### src/rtl/cpu_out_port_if.sv
// cpu_out_port_if: CPU output-port handshake bundle.
// Covers host start, CPU word capture and the byte stream to the host.
interface cpu_out_port_if #(
    parameter int WIDTH = 24,
    parameter int ADDRW = 3
);
    logic             host_go;
    logic             start_io;
    logic             out_flag;
    logic [WIDTH-1:0] out_data;
    logic [7:0]       byte_data;
    logic             byte_valid;
    logic             byte_ready;
    logic             overflow;
    logic [ADDRW:0]   count;

    modport master (
        output host_go, out_flag, out_data, byte_ready,
        input  start_io, byte_data, byte_valid, overflow, count
    );

    modport slave (
        input  host_go, out_flag, out_data, byte_ready,
        output start_io, byte_data, byte_valid, overflow, count
    );
endinterface

### src/rtl/cpu_out_port.sv
// cpu_out_port: start_io release, word FIFO and MSB-first byte serializer.
// Define CPU_OUT_CHECKSUM_EN to append an XOR checksum byte per word.
module cpu_out_port #(
    parameter int WIDTH       = 24,
    parameter int DEPTH       = 8,
    parameter int ADDRW       = 3,
    parameter int START_DELAY = 28
) (
    input logic           clock,
    input logic           reset,
    cpu_out_port_if.slave bus
);
    localparam int BYTES = WIDTH / 8;
`ifdef CPU_OUT_CHECKSUM_EN
    localparam int NB = BYTES + 1;
`else
    localparam int NB = BYTES;
`endif
    localparam int IW = $clog2(NB + 1);
    localparam int CW = $clog2(START_DELAY + 1);

    localparam logic [1:0] S_IDLE = 2'd0;
    localparam logic [1:0] S_WAIT = 2'd1;
    localparam logic [1:0] S_RUN  = 2'd2;

    localparam logic [CW-1:0]  DLY_END  = CW'(START_DELAY);
    localparam logic [ADDRW:0] CNT_FULL = (ADDRW + 1)'(DEPTH);
    localparam logic [IW-1:0]  IDX_LAST = IW'(NB - 1);

    logic [1:0]       state_q, state_d;
    logic [CW-1:0]    dly_q, dly_d;
    logic             start_q, start_d;
    logic [WIDTH-1:0] mem_q [DEPTH];
    logic [ADDRW-1:0] wr_q, wr_d, rd_q, rd_d;
    logic [ADDRW:0]   cnt_q, cnt_d;
    logic             ovf_q, ovf_d;
    logic [WIDTH-1:0] sh_q, sh_d;
    logic [IW-1:0]    idx_q, idx_d;
    logic             vld_q, vld_d;
    logic [7:0]       fill;
    logic             hs, last_hs, pop, push;
`ifdef CPU_OUT_CHECKSUM_EN
    logic [7:0]       csum_q, csum_d;
    logic [7:0]       csum_new;
`endif

    always_comb begin
        state_d = state_q;
        dly_d   = dly_q;
        start_d = start_q;
        case (state_q)
            S_IDLE: begin
                if (bus.host_go) begin
                    state_d = S_WAIT;
                    dly_d   = '0;
                end
            end
            S_WAIT: begin
                if (dly_q == DLY_END) begin
                    state_d = S_RUN;
                    start_d = 1'b1;
                end else begin
                    dly_d = dly_q + CW'(1);
                end
            end
            S_RUN:   start_d = 1'b1;
            default: state_d = S_IDLE;
        endcase
    end

    // A pop frees a slot on the same edge, so a push into a full FIFO still lands.
    assign hs      = vld_q & bus.byte_ready;
    assign last_hs = hs && (idx_q == IDX_LAST);
    assign pop     = (cnt_q != '0) && (!vld_q || last_hs);
    assign push    = bus.out_flag && ((cnt_q != CNT_FULL) || pop);

`ifdef CPU_OUT_CHECKSUM_EN
    always_comb begin
        csum_new = 8'h00;
        for (int i = 0; i < BYTES; i++) begin
            csum_new = csum_new ^ mem_q[rd_q][i*8 +: 8];
        end
    end
    assign fill = csum_q;
`else
    assign fill = 8'h00;
`endif

    always_comb begin
        wr_d  = push ? wr_q + ADDRW'(1) : wr_q;
        rd_d  = pop ? rd_q + ADDRW'(1) : rd_q;
        cnt_d = cnt_q;
        if (push && !pop) begin
            cnt_d = cnt_q + (ADDRW + 1)'(1);
        end else if (!push && pop) begin
            cnt_d = cnt_q - (ADDRW + 1)'(1);
        end
        ovf_d = ovf_q | (bus.out_flag & ~push);
    end

    // Left shift brings the next byte to the top; fill lands there after BYTES shifts.
    always_comb begin
        sh_d  = sh_q;
        idx_d = idx_q;
        vld_d = vld_q;
`ifdef CPU_OUT_CHECKSUM_EN
        csum_d = csum_q;
`endif
        if (pop) begin
            sh_d  = mem_q[rd_q];
            idx_d = '0;
            vld_d = 1'b1;
`ifdef CPU_OUT_CHECKSUM_EN
            csum_d = csum_new;
`endif
        end else if (last_hs) begin
            vld_d = 1'b0;
        end else if (hs) begin
            sh_d  = {sh_q[WIDTH-9:0], fill};
            idx_d = idx_q + IW'(1);
        end
    end

    always_ff @(posedge clock) begin
        if (push) begin
            mem_q[wr_q] <= bus.out_data;
        end
    end

    always_ff @(posedge clock) begin
        if (reset) begin
            state_q <= S_IDLE;
            dly_q   <= '0;
            start_q <= 1'b0;
            wr_q    <= '0;
            rd_q    <= '0;
            cnt_q   <= '0;
            ovf_q   <= 1'b0;
            sh_q    <= '0;
            idx_q   <= '0;
            vld_q   <= 1'b0;
`ifdef CPU_OUT_CHECKSUM_EN
            csum_q  <= 8'h00;
`endif
        end else begin
            state_q <= state_d;
            dly_q   <= dly_d;
            start_q <= start_d;
            wr_q    <= wr_d;
            rd_q    <= rd_d;
            cnt_q   <= cnt_d;
            ovf_q   <= ovf_d;
            sh_q    <= sh_d;
            idx_q   <= idx_d;
            vld_q   <= vld_d;
`ifdef CPU_OUT_CHECKSUM_EN
            csum_q  <= csum_d;
`endif
        end
    end

    assign bus.start_io   = start_q;
    assign bus.byte_data  = sh_q[WIDTH-1 -: 8];
    assign bus.byte_valid = vld_q;
    assign bus.overflow   = ovf_q;
    assign bus.count      = cnt_q;
endmodule

### src/flat_wrapper.sv
// flat-port wrapper written by rule: the top's interface ports become plain ports
module cpu_out_port_flat 
#(
    parameter int WIDTH       = 24,
    parameter int DEPTH       = 8,
    parameter int ADDRW       = 3,
    parameter int START_DELAY = 28
)
  (clock, reset, bus_host_go, bus_out_flag, bus_out_data, bus_byte_ready, bus_start_io, bus_byte_data, bus_byte_valid, bus_overflow, bus_count);
  cpu_out_port_if #(.WIDTH(WIDTH), .ADDRW(ADDRW)) bus_i ();
  input logic clock;
  input logic reset;
  input wire logic [$bits(bus_i.host_go)-1:0] bus_host_go;
  input wire logic [$bits(bus_i.out_flag)-1:0] bus_out_flag;
  input wire logic [$bits(bus_i.out_data)-1:0] bus_out_data;
  input wire logic [$bits(bus_i.byte_ready)-1:0] bus_byte_ready;
  output wire logic [$bits(bus_i.start_io)-1:0] bus_start_io;
  output wire logic [$bits(bus_i.byte_data)-1:0] bus_byte_data;
  output wire logic [$bits(bus_i.byte_valid)-1:0] bus_byte_valid;
  output wire logic [$bits(bus_i.overflow)-1:0] bus_overflow;
  output wire logic [$bits(bus_i.count)-1:0] bus_count;
  assign bus_i.host_go = bus_host_go;
  assign bus_i.out_flag = bus_out_flag;
  assign bus_i.out_data = bus_out_data;
  assign bus_i.byte_ready = bus_byte_ready;
  assign bus_start_io = bus_i.start_io;
  assign bus_byte_data = bus_i.byte_data;
  assign bus_byte_valid = bus_i.byte_valid;
  assign bus_overflow = bus_i.overflow;
  assign bus_count = bus_i.count;
  cpu_out_port #(.WIDTH(WIDTH), .DEPTH(DEPTH), .ADDRW(ADDRW), .START_DELAY(START_DELAY)) u_core (.clock(clock), .reset(reset), .bus(bus_i));
endmodule
### config.mk
export PLATFORM = sky130hd
export DESIGN_NAME = cpu_out_port_flat
export DESIGN_NICKNAME = d
export VERILOG_FILES = /design/src/rtl/cpu_out_port_if.sv /design/src/rtl/cpu_out_port.sv /design/src/flat_wrapper.sv
export SDC_FILE = /design/constraint.sdc
export NUM_CORES = 1
export LEC_CHECK = 0
export CAP_MARGIN = 20
export CORE_ASPECT_RATIO = 0.5
export CORE_MARGIN = 4
export CORE_UTILIZATION = 40
export DETAILED_ROUTE_END_ITERATION = 8
export PLACE_DENSITY = 0.54
export SYNTH_ARGS = -nofsm -noshare
export SYNTH_HDL_FRONTEND = slang
export SYNTH_SLANG_ARGS = --single-unit
### constraint.sdc
create_clock -name clock -period 8.6 [get_ports clock]
set_input_delay 1.29 -clock clock [delete_from_list [all_inputs] [get_ports clock]]
set_output_delay 1.29 -clock clock [all_outputs]
set_load 0.05 [all_outputs]
==> impl_metrics.tcl, run 1 <==
set metrics [dict create \
    synth_ff_type "edfxtp_1" \
    io_buffers 43 \
    num_vias 4703 \
    reg2reg_depth 10 \
    clkTransAtPathRegs_ns 0.06 \
    clock_skew_ns 0.0145 \
    clk_latency_ns 0.51 \
    drt-initial-drc-count 340 \
    fmax_mhz 274 \
    setup_viol 0 \
    fillers 1887 \
    post_cts_buffers 0 \
    fin_setup_tns_ns 0 \
    dieWidth_um 223 \
    hold_class "reg2reg" \
    cts.sink_count 241 \
    hpwl_mm 10.7 \
    final_common_cell "edfxtp_1" \
    p_leak_nw 3.43 \
    placedInstanceArea_um2 10000 \
    seq_area_frac_synth 0.727 \
    synth_area_per_cell_um2 17.8 \
    drive_gt1_frac 0.197 \
    required_ns 8.99 \
    gp_congestion 0.704 \
    ys_ff_latch 241 \
    cts.repair.resized 0 \
    peakVddDrop_v 0.000143 \
    ant_nets 0 \
    rows 39 \
    vias_per_cell 5.28 \
    maxUsedRoutingLayer "met4" \
    core_um2 22800 \
    syn_to_final_growth_pct 16.0 \
    async_flop_share 0 \
    startpoint "bus_byte_ready" \
    power.density_nw_per_um2 292 \
    clock_path_buffers 3 \
    synth_fp_nets 558 \
    met2WireLength_mm 8.75 \
    syn_area_um2 9280 \
    finalInstanceArea_um2 10800 \
    r2r-start "u_core.bus.count[0]" \
    ioPinCount 44 \
    syn_inst 520 \
    routed_wirelength_mm 18.9 \
    hold_violations 0 \
    antenna_found_initial 0 \
    rsz0062_at_grt "false" \
    dieArea_um2 25800 \
    h-tree-depth 1 \
    r2r_end "u_core.bus.count[3]" \
    r2r_setup_slack_ns 5.67 \
    overflow 0 \
    drc 0 \
    grt_max_degree 49 \
    cts_tree "done" \
    cts-buffers-inserted 23 \
    status "finished clean" \
    crit_path_end "u_core.bus.count[3]" \
    final.period_utilization 0.424 \
    grt_pass1_vias 4757 \
    crit_fanout 26 \
    antenna_cells 0 \
    grt_pass1_wl_mm 28.9 \
    postCtsHoldBufs 0 \
    synth_edf_count 192 \
    synth.distinct_cells 46 \
    yosys_warnings 0 \
    period_minus_slack_ns 3.65 \
    post-place-ws_ns 4.47 \
    final_cell_mix "edfxtp_1, mux4_2, dfxtp_1, clkdlybuf4s50_1, nand2_1" \
    crit_type "in2reg" \
    dr_wl_met3_um 826 \
    tightest_slew_ns 0.858 \
    relSlewSlack 0.428 \
    start_util 0.407 \
    drv_cap 0 \
    wire_per_inst_um 21.2 \
    finalCoreUtilization 0.472 \
    cts_root_buf "clkbuf_16" \
    cp-start-kind "input pin" \
    end_kind "flop" \
    fin_ws_ns 4.95 \
    m1WireLength_mm 9.05 \
    first_pass_iters 4 \
    cp.arrival_ns 4.04 \
    track_usage 0.147 \
    num-nets-final 604 \
    finalMaxSlewViolations 0 \
    die_h_um 116 \
]
## power by group
part	switching, mW	total (mW)	internal [mW]	leakage (nW)
logic	0.400	0.684	0.283	0.906
registers	0.0859	1.45	1.37	2.15
clock network	0.419	1.01	0.590	0.379
total	0.905	3.14	2.24	3.43
## final cells by class
| type | count | area [um2] | area share |
|---|---|---|---|
| multi-input cells | 237 | 2310 | 0.215 |
| well taps | 307 | 384 | 0.0357 |
| clock buffers | 31 | 646 | 0.0600 |
| flip-flops and latches | 241 | 6750 | 0.628 |
| repair buffers | 54 | 508 | 0.0472 |
| inverters | 9 | 38.8 | 0.00361 |
| clock inverters | 11 | 118 | 0.0109 |
## cells in the mapped netlist, types with 2 or more instances
cell	number	area (um2)
o21ai_0	2	10.0
a211oi_1	2	15.0
mux2i_1	10	100
nor3_1	4	20.0
dfxtp_1	49	981
nor2b_1	2	12.5
clkbuf_1	9	33.8
ha_1	8	100
a311oi_1	16	140
inv_1	7	26.3
a21oi_1	13	65.1
xor2_1	3	26.3
a31oi_1	2	12.5
nand3_1	4	20.0
buf_6	4	45.0
nand3_2	2	20.0
o22ai_1	16	100
or2_2	2	12.5
nor2_1	24	90.1
nand4b_1	8	70.1
buf_4	11	82.6
buf_1	3	11.3
nand2b_1	5	31.3
edfxtp_1	192	5770
nand2_1	39	146
mux4_2	48	1080
buf_2	6	30.0
or3_1	2	12.5
o21ai_1	8	40.0
xnor2_1	3	26.3
## worst min path at each step
stage	startpoint	slack, ns	cells past startpoint	to
2_1_floorplan	u_core.dly_q[4]	0.45	2	u_core.dly_q[4]
3_5_place_dp	u_core.bus.overflow	0.46	2	u_core.bus.overflow
6_report	u_core.bus.start_io	0.46	2	u_core.bus.start_io
3_3_place_gp	u_core.bus.overflow	0.45	2	u_core.bus.overflow
4_1_cts	u_core.bus.overflow	0.47	2	u_core.bus.overflow
5_1_grt	u_core.bus.overflow	0.49	2	u_core.bus.overflow
## flip-flops by register name, summed over array words and instances (netlist names), named ones only
signal                 count
u_core.rd_q                3
u_core.bus.byte_valid      1
u_core.bus.start_io        1
u_core.idx_q               2
u_core.wr_q                3
u_core.bus.count           4
u_core.bus.overflow        1
u_core.state_q             2
u_core.sh_q               24
u_core.dly_q               5
u_core.mem_q             192
## cells by family after synthesis
logic type | count (synthesis) | synth area share
compound gates | 64 | 0.0464
buf+inv | 42 | 0.0260
mux | 59 | 0.129
xor+xnor | 6 | 0.00567
simple gates | 99 | 0.0531
fa+ha+maj | 9 | 0.0129
flops | 241 | 0.727
## per-stage QoR
step	hold slack, ns	std cells	power, mW
CTS	0.472	890	3.18
detailed placement	0.457	848	2.17
global placement	0.451	848	2.16
finish	0.462	890	3.14
floorplan	0.449	520	2.00
global route	0.491	890	3.30
## layer usage
| metal | track usage | vias up |
|---|---|---|
| met3 | 0.0240 | 25 |
| met5 | 0 | - |
| met2 | 0.235 | 104 |
| met4 | 0.0316 | 0 |
| met1 | 0.216 | 2413 |
| li1 | - | 2161 |
## critical path: stages
cell,delay [ns]
clkdlybuf4s50_1,0.48
a21bo_1,0.29
and2_4,0.27
clkinv_4,0.19
ha_1,0.28
inv_1,0.14
ha_1,0.29
a21oi_1,0.19
a211oi_1,0.10
a31oi_1,0.18
mux2_2,0.35
Note: power is estimated with default switching activity, not from simulation.
==> inputs of run 2 (changes only) <==
==> constraint.sdc (replaced) <==
create_clock -name clock -period 3.49 [get_ports clock]
set_input_delay 0.5235 -clock clock [delete_from_list [all_inputs] [get_ports clock]]
set_output_delay 0.5235 -clock clock [all_outputs]
set_load 0.05 [all_outputs]
==> impl_metrics.tcl, run 2 (same netlist as run 1, synthesis figures left out) <==
set metrics [dict create \
    status "finished clean" \
    stdcell_count 896 \
    overflow 0 \
    power_frac_comb 0.217 \
    cts.repair.resized 0 \
    die_h_um 116 \
    hold_class "reg2reg" \
    cpLargestDelayFamily "compound AO/OA/AOI/OAI gates" \
    final_cell_mix "edfxtp_1, mux4_2, dfxtp_1, clkdlybuf4s50_1, nand2_1" \
    largest_register_ffs 192 \
    postCtsHoldBufs 0 \
    tightest_slew_ns 0.568 \
    switching_share 0.284 \
    drt-initial-drc-count 450 \
    regMostFlops "u_core.mem_q" \
    clkPwrFrac 0.330 \
    clk_latency_ns 0.52 \
    crit_fanout 7 \
    period_minus_slack_ns 2.81 \
    dieWidth_um 223 \
    rsz0062_at_grt "false" \
    required_ns 3.88 \
    finalCoreUtilization 0.477 \
    setup_viol 0 \
    fmax_mhz 356 \
    sequentialPowerShare 0.453 \
    peakVddDrop_v 0.000314 \
    gp_congestion 0.697 \
    finalMaxSlewViolations 0 \
    clock_skew_ns 0.0223 \
    relSlewSlack 0.619 \
    power.density_nw_per_um2 727 \
    routed_wirelength_mm 19.2 \
    clkTransAtPathRegs_ns 0.07 \
    drv_cap 0 \
    track_usage 0.151 \
    top_regs "u_core.mem_q: 192 flops, u_core.sh_q: 24 flops, u_core.dly_q: 5 flops" \
    antenna_cells 0 \
    cts_tree "done" \
    placedInstanceArea_um2 10100 \
    cp_num_buf_inv 1 \
    slowest_stage "or4b_1" \
    crit_chain "or4b_1, o21a_1, ha_1, inv_1, ha_1, a21oi_1, a211oi_1, a31oi_1, mux2_2" \
    vias_per_cell 5.30 \
    fin_setup_tns_ns 0 \
    drive_gt1_frac 0.204 \
    end_kind "flop" \
    ioPinCount 44 \
    grt_max_degree 49 \
    cts_root_buf "clkbuf_16" \
    p_switching_mw 2.24 \
    final_common_cell "edfxtp_1" \
    rows 39 \
    antenna_found_initial 0 \
    start_util 0.407 \
    io_buffers 43 \
    cp-start-kind "flop" \
    num-nets-final 611 \
    cp.arrival_ns 3.20 \
    first_pass_iters 4 \
    wire_per_inst_um 21.5 \
    fillers 1889 \
    post_cts_buffers 0 \
    syn_to_final_growth_pct 17.1 \
    dieArea_um2 25800 \
    hold_violations 0 \
    whs_ns 0.465 \
    cts-buffers-inserted 22 \
    internal_power_mw 5.65 \
    ant_nets 0 \
    final.period_utilization 0.804 \
    h-tree-depth 1 \
    worst_path_most_repeated_cell "ha_1" \
    crit_type "reg2reg" \
    dp_cells 856 \
    core_um2 22800 \
    drc 0 \
    cts.sink_count 241 \
    max_stage_delay_ns 0.61 \
    finalInstanceArea_um2 10900 \
    p_leak_nw 3.48 \
    num_vias 4747 \
    grt_pass1_vias 4919 \
    hpwl_mm 11.4 \
    clock_path_buffers 3 \
    grt_pass1_wl_mm 29.8 \
]
## run 2: changes by cell type in the layout (fill, tap and decap cells not counted), sizes merged
cell	delta
buf	+8
bufinv	+3
clkbuf	-4
clkinv	-1
clkinvlp	+1
inv	-1
## run 2: cell type report
class	count	area, um2	share of cell area
multi-input cells	237	2310	0.213
flip-flops and latches	241	6750	0.622
inverters	9	38.8	0.00357
repair buffers	62	581	0.0535
clock inverters	13	211	0.0195
well taps	307	384	0.0354
clock buffers	27	579	0.0533
## run 2: final timing paths
check                                    startpoint                  end  slack (ns)  cells past startpoint
worst max-delay path            u_core.bus.count[0]  u_core.bus.count[3]        0.68                      9
worst min-delay path            u_core.bus.start_io  u_core.bus.start_io        0.47                      2
worst max register to register  u_core.bus.count[0]  u_core.bus.count[3]        0.68                      9
worst min register to register  u_core.bus.start_io  u_core.bus.start_io        0.47                      2
## run 2: power by group through the flow
stage | Combinational [mW] | Clock, mW | Sequential (mW)
final | 1.71 | 2.61 | 3.57
after global routing | 1.86 | 2.81 | 3.61
after CTS | 1.73 | 2.67 | 3.58
after detailed placement | 1.73 | 0 | 3.64
after global placement | 1.70 | 0 | 3.63
after floorplan | 1.33 | 0 | 3.59
## run 2: layer usage
metal	wire (um)	track usage
met1	9150	0.226
met2	8800	0.235
met3	925	0.0266
met4	361	0.0320
met5	0	0
## run 2: per-stage QoR
stage | setup slack (ns) | power [mW]
5_1_grt | 0.522 | 8.28
3_3_place_gp | 0.343 | 5.34
2_1_floorplan | 0.0770 | 4.92
6_report | 0.684 | 7.89
4_1_cts | 0.677 | 7.98
3_5_place_dp | 0.324 | 5.37
## run 2: worst reg2reg max path: stages (launching register included)
cell and delay, ns:
dfxtp_1 0.40, or4b_1 0.61, o21a_1 0.27, ha_1 0.22, inv_1 0.13, ha_1 0.29
a21oi_1 0.19, a211oi_1 0.10, a31oi_1 0.17, mux2_2 0.35
==> inputs of run 3 (changes only) <==
--- a/config.mk
+++ b/config.mk
@@ -10,7 +10,7 @@
 export CORE_MARGIN = 4
 export CORE_UTILIZATION = 40
 export DETAILED_ROUTE_END_ITERATION = 8
-export PLACE_DENSITY = 0.54
+export PLACE_DENSITY = 0.56
 export SYNTH_ARGS = -nofsm -noshare
 export SYNTH_HDL_FRONTEND = slang
 export SYNTH_SLANG_ARGS = --single-unit
==> constraint.sdc (replaced) <==
create_clock -name clock -period 2.4 [get_ports clock]
set_input_delay 0.36 -clock clock [delete_from_list [all_inputs] [get_ports clock]]
set_output_delay 0.36 -clock clock [all_outputs]
set_load 0.05 [all_outputs]
==> impl_metrics.tcl, run 3 (same netlist as run 1, synthesis figures left out) <==
set metrics [dict create \
    placedInstanceArea_um2 10500 \
    crit_chain "or4b_4, o21a_4, ha_4, inv_4, ha_4, a21oi_4, a211oi_2, a31oi_2, mux2_4" \
    fillers 1865 \
    fin_ws_ns 0.0482 \
    cts_root_buf "clkbuf_16" \
    h-tree-depth 1 \
    hp-start "u_core.bus.start_io" \
    cts_tree "done" \
    rsz0062_at_grt "true" \
    fin_setup_tns_ns 0 \
    first_pass_iters 5 \
    drv_cap 0 \
    drive_gt1_frac 0.253 \
    antenna_cells 0 \
    required_ns 2.79 \
    track_usage 0.150 \
    hold_class "reg2reg" \
    dieWidth_um 223 \
    post_cts_buffers 0 \
    rows 39 \
    r2r-start "u_core.bus.count[2]" \
    clk_latency_ns 0.51 \
    cp.arrival_ns 2.75 \
    cts.sink_count 241 \
    relSlewSlack 0.654 \
    num-nets-final 634 \
    antenna_found_initial 0 \
    fmax_mhz 425 \
    holdPathStages 2 \
    ioPinCount 44 \
    post-place-ws_ns -0.138 \
    r2r_end "u_core.bus.count[3]" \
    finalMaxSlewViolations 0 \
    reg2reg_depth 9 \
    cts-buffers-inserted 23 \
    syn_to_final_growth_pct 21.7 \
    core_um2 22800 \
    hold_end "u_core.bus.start_io" \
    final.period_utilization 0.980 \
    crit_fanout 3 \
    drt-initial-drc-count 515 \
    grt_max_degree 49 \
    slowest_stage "or4b_4" \
    peakVddDrop_v 0.000433 \
    setup_viol 0 \
    ant_nets 0 \
    drc 0 \
    final_cell_mix "edfxtp_1, mux4_2, clkdlybuf4s50_1, dfxtp_1, nand2_1" \
    clkTransAtPathRegs_ns 0.07 \
    vias_per_cell 5.23 \
    io_buffers 43 \
    hpwl_mm 11.7 \
    postCtsHoldBufs 0 \
    start_util 0.407 \
    die_h_um 116 \
    cp-start-kind "flop" \
    regMostFlops "u_core.mem_q" \
    power.density_nw_per_um2 1030 \
    num_vias 4803 \
    largest_register_ffs 192 \
    worst_path_most_repeated_cell "ha_4" \
    clock_path_buffers 3 \
    finalInstanceArea_um2 11300 \
    max_stage_delay_ns 0.55 \
    r2r_setup_slack_ns 0.05 \
    final_common_cell "edfxtp_1" \
    crit_type "reg2reg" \
    grt_pass1_wl_mm 29.9 \
    cpLargestDelayFamily "compound AO/OA/AOI/OAI gates" \
    gp_congestion 0.705 \
    hold_violations 0 \
    routed_wirelength_mm 18.9 \
    grt_pass1_vias 4979 \
    overflow 0 \
    end_kind "flop" \
    wire_per_inst_um 20.6 \
    p_leak_nw 3.63 \
    cp_num_buf_inv 1 \
    tightest_slew_ns 0.516 \
    top_regs "u_core.mem_q: 192 flops, u_core.sh_q: 24 flops, u_core.dly_q: 5 flops" \
    status "finished clean" \
    dieArea_um2 25800 \
    period_minus_slack_ns 2.35 \
    clock_skew_ns 0.0107 \
]
-- run 3: cell count changes in the layout (fill, tap and decap cells not counted), sizes merged --
| cell | delta |
|---|---|
| buf | +21 |
| bufinv | -2 |
| clkdlybuf4s50 | +1 |
| clkinv | +1 |
| clkinvlp | +1 |
| inv | +1 |
-- run 3: worst min-delay path, cell delays in order, from the launching register on --
cell and delay, ns:
dfxtp_1 0.31, inv_1 0.04, a21oi_1 0.05
-- run 3: repair_timing --
action / in CTS / in global routing
gates resized for setup: 3 / 5
setup endpoints to repair: 1 / 1
pin swaps: 4 / 2
endpoints found under the hold margin: 0 / 0
-- run 3: cell type report --
cell class / count / area, um2 / area share
clock inverter: 14 / 153 / 0.0135
timing repair buffer: 84 / 963 / 0.0853
multi-input combinational: 237 / 2390 / 0.212
clock buffer: 27 / 591 / 0.0523
sequential: 241 / 6760 / 0.599
tap: 307 / 384 / 0.0340
inverter: 9 / 41.3 / 0.00366
-- run 3: worst max-delay path by stage --
stage,from,to,depth (start not counted)
floorplan,u_core.bus.count[0],u_core.bus.count[3],12
global route,u_core.bus.count[2],u_core.bus.count[3],9
finish,u_core.bus.count[2],u_core.bus.count[3],9
detailed placement,bus_byte_ready,u_core.bus.count[3],10
global placement,bus_byte_ready,u_core.bus.count[3],10
CTS,u_core.bus.count[2],u_core.bus.count[3],9
-- run 3: metrics by stage --
| step | utilization | hold slack [ns] | instances | power, mW |
|---|---|---|---|---|
| final | 0.495 | 0.445 | 919 | 11.7 |
| after global routing | 0.495 | 0.480 | 919 | 12.2 |
| after CTS | 0.494 | 0.449 | 919 | 11.8 |
| after detailed placement | 0.461 | 0.442 | 878 | 8.11 |
| after global placement | 0.461 | 0.436 | 878 | 8.07 |
| after floorplan | - | 0.449 | 520 | 7.21 |
-- run 3: metal layers --
layer,global-route usage,up-vias,part of all wire
met2,0.237,82,0.46
met5,0,-,0
met4,0.0295,0,0.018
met3,0.0281,25,0.042
met1,0.222,2469,0.48
li1,-,2227,-
-- run 3: report_power, final --
group	switching, mW	internal [mW]
clock network	1.52	2.09
registers	0.227	4.90
logic	1.62	1.32
